===== config.mk =====
export PLATFORM = sky130hd
export DESIGN_NAME = la_iopwrseq
export DESIGN_NICKNAME = d
export VERILOG_FILES = /design/src/rtl/la_iopwrseq.sv
export SDC_FILE = /design/constraint.sdc
export NUM_CORES = 1
export LEC_CHECK = 0
export CORE_ASPECT_RATIO = 1.25
export CORE_MARGIN = 8
export CORE_UTILIZATION = 38
export DETAILED_ROUTE_END_ITERATION = 16
export RECOVER_POWER = 100
export SYNTH_ARGS = -nofsm -noshare
export SYNTH_HDL_FRONTEND = slang
export SYNTH_SLANG_ARGS = --single-unit

===== constraint.sdc =====
create_clock -name clk -period 2.75 [get_ports clk]
set_input_delay 0.825 -clock clk [delete_from_list [all_inputs] [get_ports clk]]
set_output_delay 0.825 -clock clk [all_outputs]
set_load 0.005 [all_outputs]

===== src/rtl/la_iopwrseq.sv =====
// IO ring supply sequencer: brings N supply segments up one at a time in order, waits for each power-ok,
// releases ring isolation once all are up, and tears the segments down in reverse order.
//
// state | meaning
// OFF   | all segments off, ring isolated, waiting for en
// RAMP  | seg_en[idx] just enabled, counting down the settle delay
// CHECK | waiting up to TOUT cycles for synchronized pok[idx]
// ON    | every segment up, isolation released, ready asserted
// DOWN  | ring isolated, segments switched off from idx down to 0
// FAULT | all segments off, fault latched until en drops
module la_iopwrseq #(
    parameter     PROP  = "DEFAULT",
    parameter int N     = 4,
    parameter int DLYW  = 8,
    parameter int TOUT  = 255,
    parameter int RINGW = 8
) (
    input  logic             clk,
    input  logic             nreset,
    input  logic             en,
    input  logic [DLYW-1:0]  dly,
    input  logic [N-1:0]     pok,
    output logic [N-1:0]     seg_en,
    output logic             ready,
    output logic             fault,
    output logic [RINGW-1:0] ioring
);

    localparam int IW = (N > 1) ? $clog2(N) : 1;
    localparam int TW = $clog2(TOUT + 1);
    localparam logic [IW-1:0] LAST = IW'(N - 1);

    if (N < 1 || TOUT < 1 || RINGW < 2 || PROP == "") begin : g_param_check
        $error("la_iopwrseq: illegal parameter value");
    end

    typedef enum logic [2:0] {OFF, RAMP, CHECK, ON, DOWN, FAULT} state_t;

    state_t          state;
    logic [IW-1:0]   idx;
    logic [DLYW-1:0] cnt;
    logic [TW-1:0]   tcnt;
    logic            iso;
    logic [N-1:0]    pok_m;
    logic [N-1:0]    pok_s;

    // pok comes straight from the analog supply cells and is asynchronous to clk
    always_ff @(posedge clk or negedge nreset) begin
        if (!nreset) begin
            pok_m <= '0;
            pok_s <= '0;
        end else begin
            pok_m <= pok;
            pok_s <= pok_m;
        end
    end

    always_ff @(posedge clk or negedge nreset) begin
        if (!nreset) begin
            state  <= OFF;
            idx    <= '0;
            cnt    <= '0;
            tcnt   <= '0;
            seg_en <= '0;
            ready  <= 1'b0;
            fault  <= 1'b0;
            iso    <= 1'b1;
        end else begin
            case (state)
                OFF: begin
                    if (en) begin
                        state     <= RAMP;
                        idx       <= '0;
                        seg_en[0] <= 1'b1;
                        cnt       <= dly;
                    end
                end
                RAMP: begin
                    if (!en) begin
                        state <= DOWN;
                        cnt   <= dly;
                    end else if (cnt == '0) begin
                        state <= CHECK;
                        tcnt  <= '0;
                    end else begin
                        cnt <= cnt - 1'b1;
                    end
                end
                CHECK: begin
                    if (!en) begin
                        state <= DOWN;
                        cnt   <= dly;
                    end else if (pok_s[idx]) begin
                        if (idx == LAST) begin
                            state <= ON;
                            ready <= 1'b1;
                            iso   <= 1'b0;
                        end else begin
                            state              <= RAMP;
                            idx                <= idx + 1'b1;
                            seg_en[idx + 1'b1] <= 1'b1;
                            cnt                <= dly;
                        end
                    end else if (tcnt == TW'(TOUT)) begin
                        state  <= FAULT;
                        seg_en <= '0;
                        fault  <= 1'b1;
                    end else begin
                        tcnt <= tcnt + 1'b1;
                    end
                end
                ON: begin
                    if (!(&pok_s)) begin
                        state  <= FAULT;
                        seg_en <= '0;
                        ready  <= 1'b0;
                        iso    <= 1'b1;
                        fault  <= 1'b1;
                    end else if (!en) begin
                        // isolate the ring before the first segment is switched off
                        state <= DOWN;
                        idx   <= LAST;
                        cnt   <= dly;
                        ready <= 1'b0;
                        iso   <= 1'b1;
                    end
                end
                DOWN: begin
                    if (cnt == '0) begin
                        seg_en[idx] <= 1'b0;
                        if (idx == '0) begin
                            state <= OFF;
                        end else begin
                            idx <= idx - 1'b1;
                            cnt <= dly;
                        end
                    end else begin
                        cnt <= cnt - 1'b1;
                    end
                end
                FAULT: begin
                    if (!en) begin
                        state <= OFF;
                        fault <= 1'b0;
                    end
                end
                default: state <= OFF;
            endcase
        end
    end

    always_comb begin
        ioring    = '0;
        ioring[0] = iso;
        ioring[1] = ready;
    end

endmodule


==> results.json <==
{
  "status": "finished with violations",
  "violations": "max-capacitance violations, max-slew violations",
  "setup_viol": 0,
  "grt_setup_unrepaired": "no",
  "hpwlAfterDp_mm": 3.74,
  "gr-total-overflow": 0,
  "place.gp.congestion": 0.835,
  "worst_setup_path_start_kind": "input pin",
  "powerDensity_nw_per_um2": 873,
  "fin_skew_ns": 0.00560,
  "worstPathCellList": "clkdlybuf4s50_1 -> or4bb_4 -> nor3_4 -> buf_4 -> o211ai_4 -> or3_1 -> a21oi_1",
  "cts_buffer_depth": 2,
  "maxCapViolations": 1,
  "critPathLaunch": "en",
  "cp_top_family": "simple AND/OR/NAND/NOR gates",
  "fin_crit_sh_pct": 95.0,
  "die_h_um": 102,
  "holdPathStages": 0,
  "timing.final.ws_setup_ns": 0.136,
  "area_delta_synth_final_pct": 16.6,
  "num_antenna_cells": 0,
  "synth-edff-count": 0,
  "setup.worst_path.class": "input pin to flip-flop",
  "drv_slew": 37,
  "holdWs_ns": 0.352,
  "die_w_um": 85.2,
  "fin_tns_setup_ns": 0,
  "synth_seq_area_share_pct": 39.7,
  "wl_per_cell_um": 15.1,
  "finalCriticalPeriod_ns": 2.61,
  "crit_arrival_ns": 2.84,
  "timing.fmax_mhz": 383,
  "std_cell_rows": 31,
  "slew_headroom_pct": -30.9,
  "grt_max_degree": 37,
  "via_per_inst": 5.66,
  "clockRootBuffer": "clkbuf_8",
  "start_util_pct": 39.3,
  "first_pass_iters": 4,
  "ios": 29,
  "drtIter0Drc": 184,
  "hold_viol_final": 0,
  "clock_sinks": 36,
  "async_flop_share_pct": 100,
  "cts_tree": "built",
  "power.leakage_uw": 0.00114,
  "clkTransAtPathRegs_ns": 0.07,
  "hp-class": "flip-flop to flip-flop",
  "syn_avg_cell_area_um2": 9.32,
  "routed_wl_mm": 5.08,
  "cts_inserted_buffers": 5,
  "ys_types": 55,
  "hp-start": "pok_m[2]",
  "syn_area_um2": 2270,
  "remaining_drc_errors": 0,
  "crit_required_ns": 2.97,
  "fin_nets": 292,
  "coreArea_um2": 5780,
  "antenna_left": 0,
  "ir_drop_mv": 0.490,
  "critical_path.slowest_cell": "or4bb_4",
  "cp.depth": 7,
  "reg2reg_depth": 7,
  "worstMarginPinSlew_ns": 1.96,
  "antenna_found_initial": 0,
  "syn_inst": 244,
  "synthFlopType": "dfrtp_1",
  "port_buffers": 22,
  "drive_gt1_share_pct": 10.0,
  "crit_path_end_kind": "flip-flop",
  "num_vias": 1903,
  "dp_worst_setup_slack_ns": -0.187,
  "clock_latency_ns": 0.29,
  "max_stage_delay_ns": 0.56,
  "critPathBufInv": 2,
  "nFillCells": 574,
  "crit_fanout": 6,
  "dieArea_um2": 8730,
  "synth_warnings": 0,
  "r2r_start": "idx[0]",
  "synth-seq-cells": 36,
  "cts.htree.levels": 2,
  "final_util_pct": 45.9,
  "gr-usage-all-layers_pct": 12.4,
  "grt_pass1_wl_mm": 8.59,
  "first_global_vias": 1808
}
-- synth_stat cells, types with 3 or more instances --
| cell type | count | share of area [%] |
|---|---|---|
| nor4_1 | 4 | 1.1 |
| xor2_1 | 3 | 1.2 |
| a211oi_1 | 9 | 3.0 |
| o21ai_0 | 13 | 2.9 |
| a2bb2oi_1 | 3 | 1.2 |
| o2bb2ai_1 | 3 | 1.2 |
| a41oi_1 | 3 | 1.2 |
| nor2_1 | 14 | 2.3 |
| a21oi_1 | 8 | 1.8 |
| nand4_1 | 3 | 0.83 |
| clkbuf_1 | 6 | 0.99 |
| mux2i_1 | 7 | 3.1 |
| or2_2 | 3 | 0.83 |
| nand3_1 | 5 | 1.1 |
| ha_1 | 8 | 4.4 |
| or4_1 | 3 | 0.99 |
| nor3_1 | 3 | 0.66 |
| or3_1 | 5 | 1.4 |
| inv_1 | 19 | 3.1 |
| nand2_1 | 21 | 3.5 |
| nand2b_1 | 3 | 0.83 |
| o211ai_1 | 4 | 1.3 |
| o22ai_1 | 4 | 1.1 |
| a211o_1 | 3 | 1.2 |
| dfrtp_1 | 35 | 39 |
| buf_4 | 8 | 2.6 |
| buf_2 | 6 | 1.3 |
| o2bb2a_1 | 3 | 1.3 |
-- worst reg2reg max path: stages, from the launching register on --
cell	delay (ns)
dfrtp_1	0.35
clkbuf_1	0.26
mux4_2	0.67
a211oi_1	0.30
buf_4	0.22
or2_2	0.14
clkbuf_1	0.19
o21ai_0	0.12
-- cell families after synthesis --
group                      Yosys count  synth area share (%)
xor gates and xnor gates             3                  1.16
adders and majority gates            8                  4.40
AOI/OAI and AO/OA                   70                  22.8
other                                1                 0.165
DFF                                 36                  39.7
muxes                                9                  4.57
buffers and inverters               40                  8.59
and+or+nand+nor                     77                  18.6
-- layout make-up --
class                      count  area (um^2)  share of cell area [%]
clock buffer                   6         72.6                    2.74
inverter                      19         71.3                    2.69
multi-input combinational    173         1190                    45.0
timing repair buffer          34          293                    11.0
sequential                    36          902                    34.0
tap                           66         82.6                    3.12
clock inverter                 2         35.0                    1.32
-- flip-flops by register name (all words and copies together), names as in the netlist --
name / cells
cnt: 8
tcnt: 8
pok_m: 4
pok_s: 4
seg_en: 4
state: 3
idx: 2
fault: 1
iso: 1
ready: 1
-- where the power goes --
group          switching (uW)  total [uW]  internal, uW
combinational             555        1030           477
clock                     188         457           269
sequential                165         823           658
-- repair_timing --
item	4_1_cts	5_1_grt
hold buffers	0	0
setup endpoints to repair	0	1
gates resized for setup	0	1
buffers inserted	0	0
-- routing by layer --
| layer | share of wire [%] | routed length (um) | global-route usage (%) | vias up |
|---|---|---|---|---|
| met1 | 45 | 2270 | 14.7 | 911 |
| met3 | 4.3 | 216 | 3.14 | 8 |
| met2 | 49 | 2490 | 20.5 | 46 |
| met5 | 0 | 0 | 0 | - |
| li1 | - | - | - | 938 |
| met4 | 2.1 | 105 | 5.91 | 0 |
-- per-stage QoR --
step	instances	cell area, um^2	power (uW)
finish	336	2650	2310
detailed placement	328	2560	1890
CTS	336	2660	2360
global route	336	2650	2500
global placement	328	2560	1870
floorplan	249	2290	1580
-- placed cells by master (no fill, tap or decap), types with 4 or more instances in the layout --
cell,Yosys,routed
nor4_1,4,4
clkbuf_1,6,5
clkbuf_8,0,5
ha_1,8,8
a21oi_1,8,8
clkdlybuf4s50_1,0,10
inv_1,19,19
nand2_1,21,21
mux2i_1,7,7
conb_1,1,6
a211oi_1,9,9
nor2_1,14,14
o211ai_1,4,5
o21ai_0,13,15
buf_4,8,9
nand3_1,5,5
o22ai_1,4,4
dlygate4sd3_1,0,11
or3_1,5,5
dfrtp_1,35,35
-- path summary, 6_finish.rpt --
| path | slack, ns | end |
|---|---|---|
| min in group asynchronous | 1.08 | tcnt[7] |
| hold reg to reg | 0.35 | pok_s[2] |
| max in group asynchronous | 0.54 | state[2] |
| setup reg to reg | 0.39 | cnt[1] |
| setup / recovery | 0.14 | tcnt[7] |
| hold / removal | 0.35 | pok_s[2] |
(Power assumes the default switching activity.)
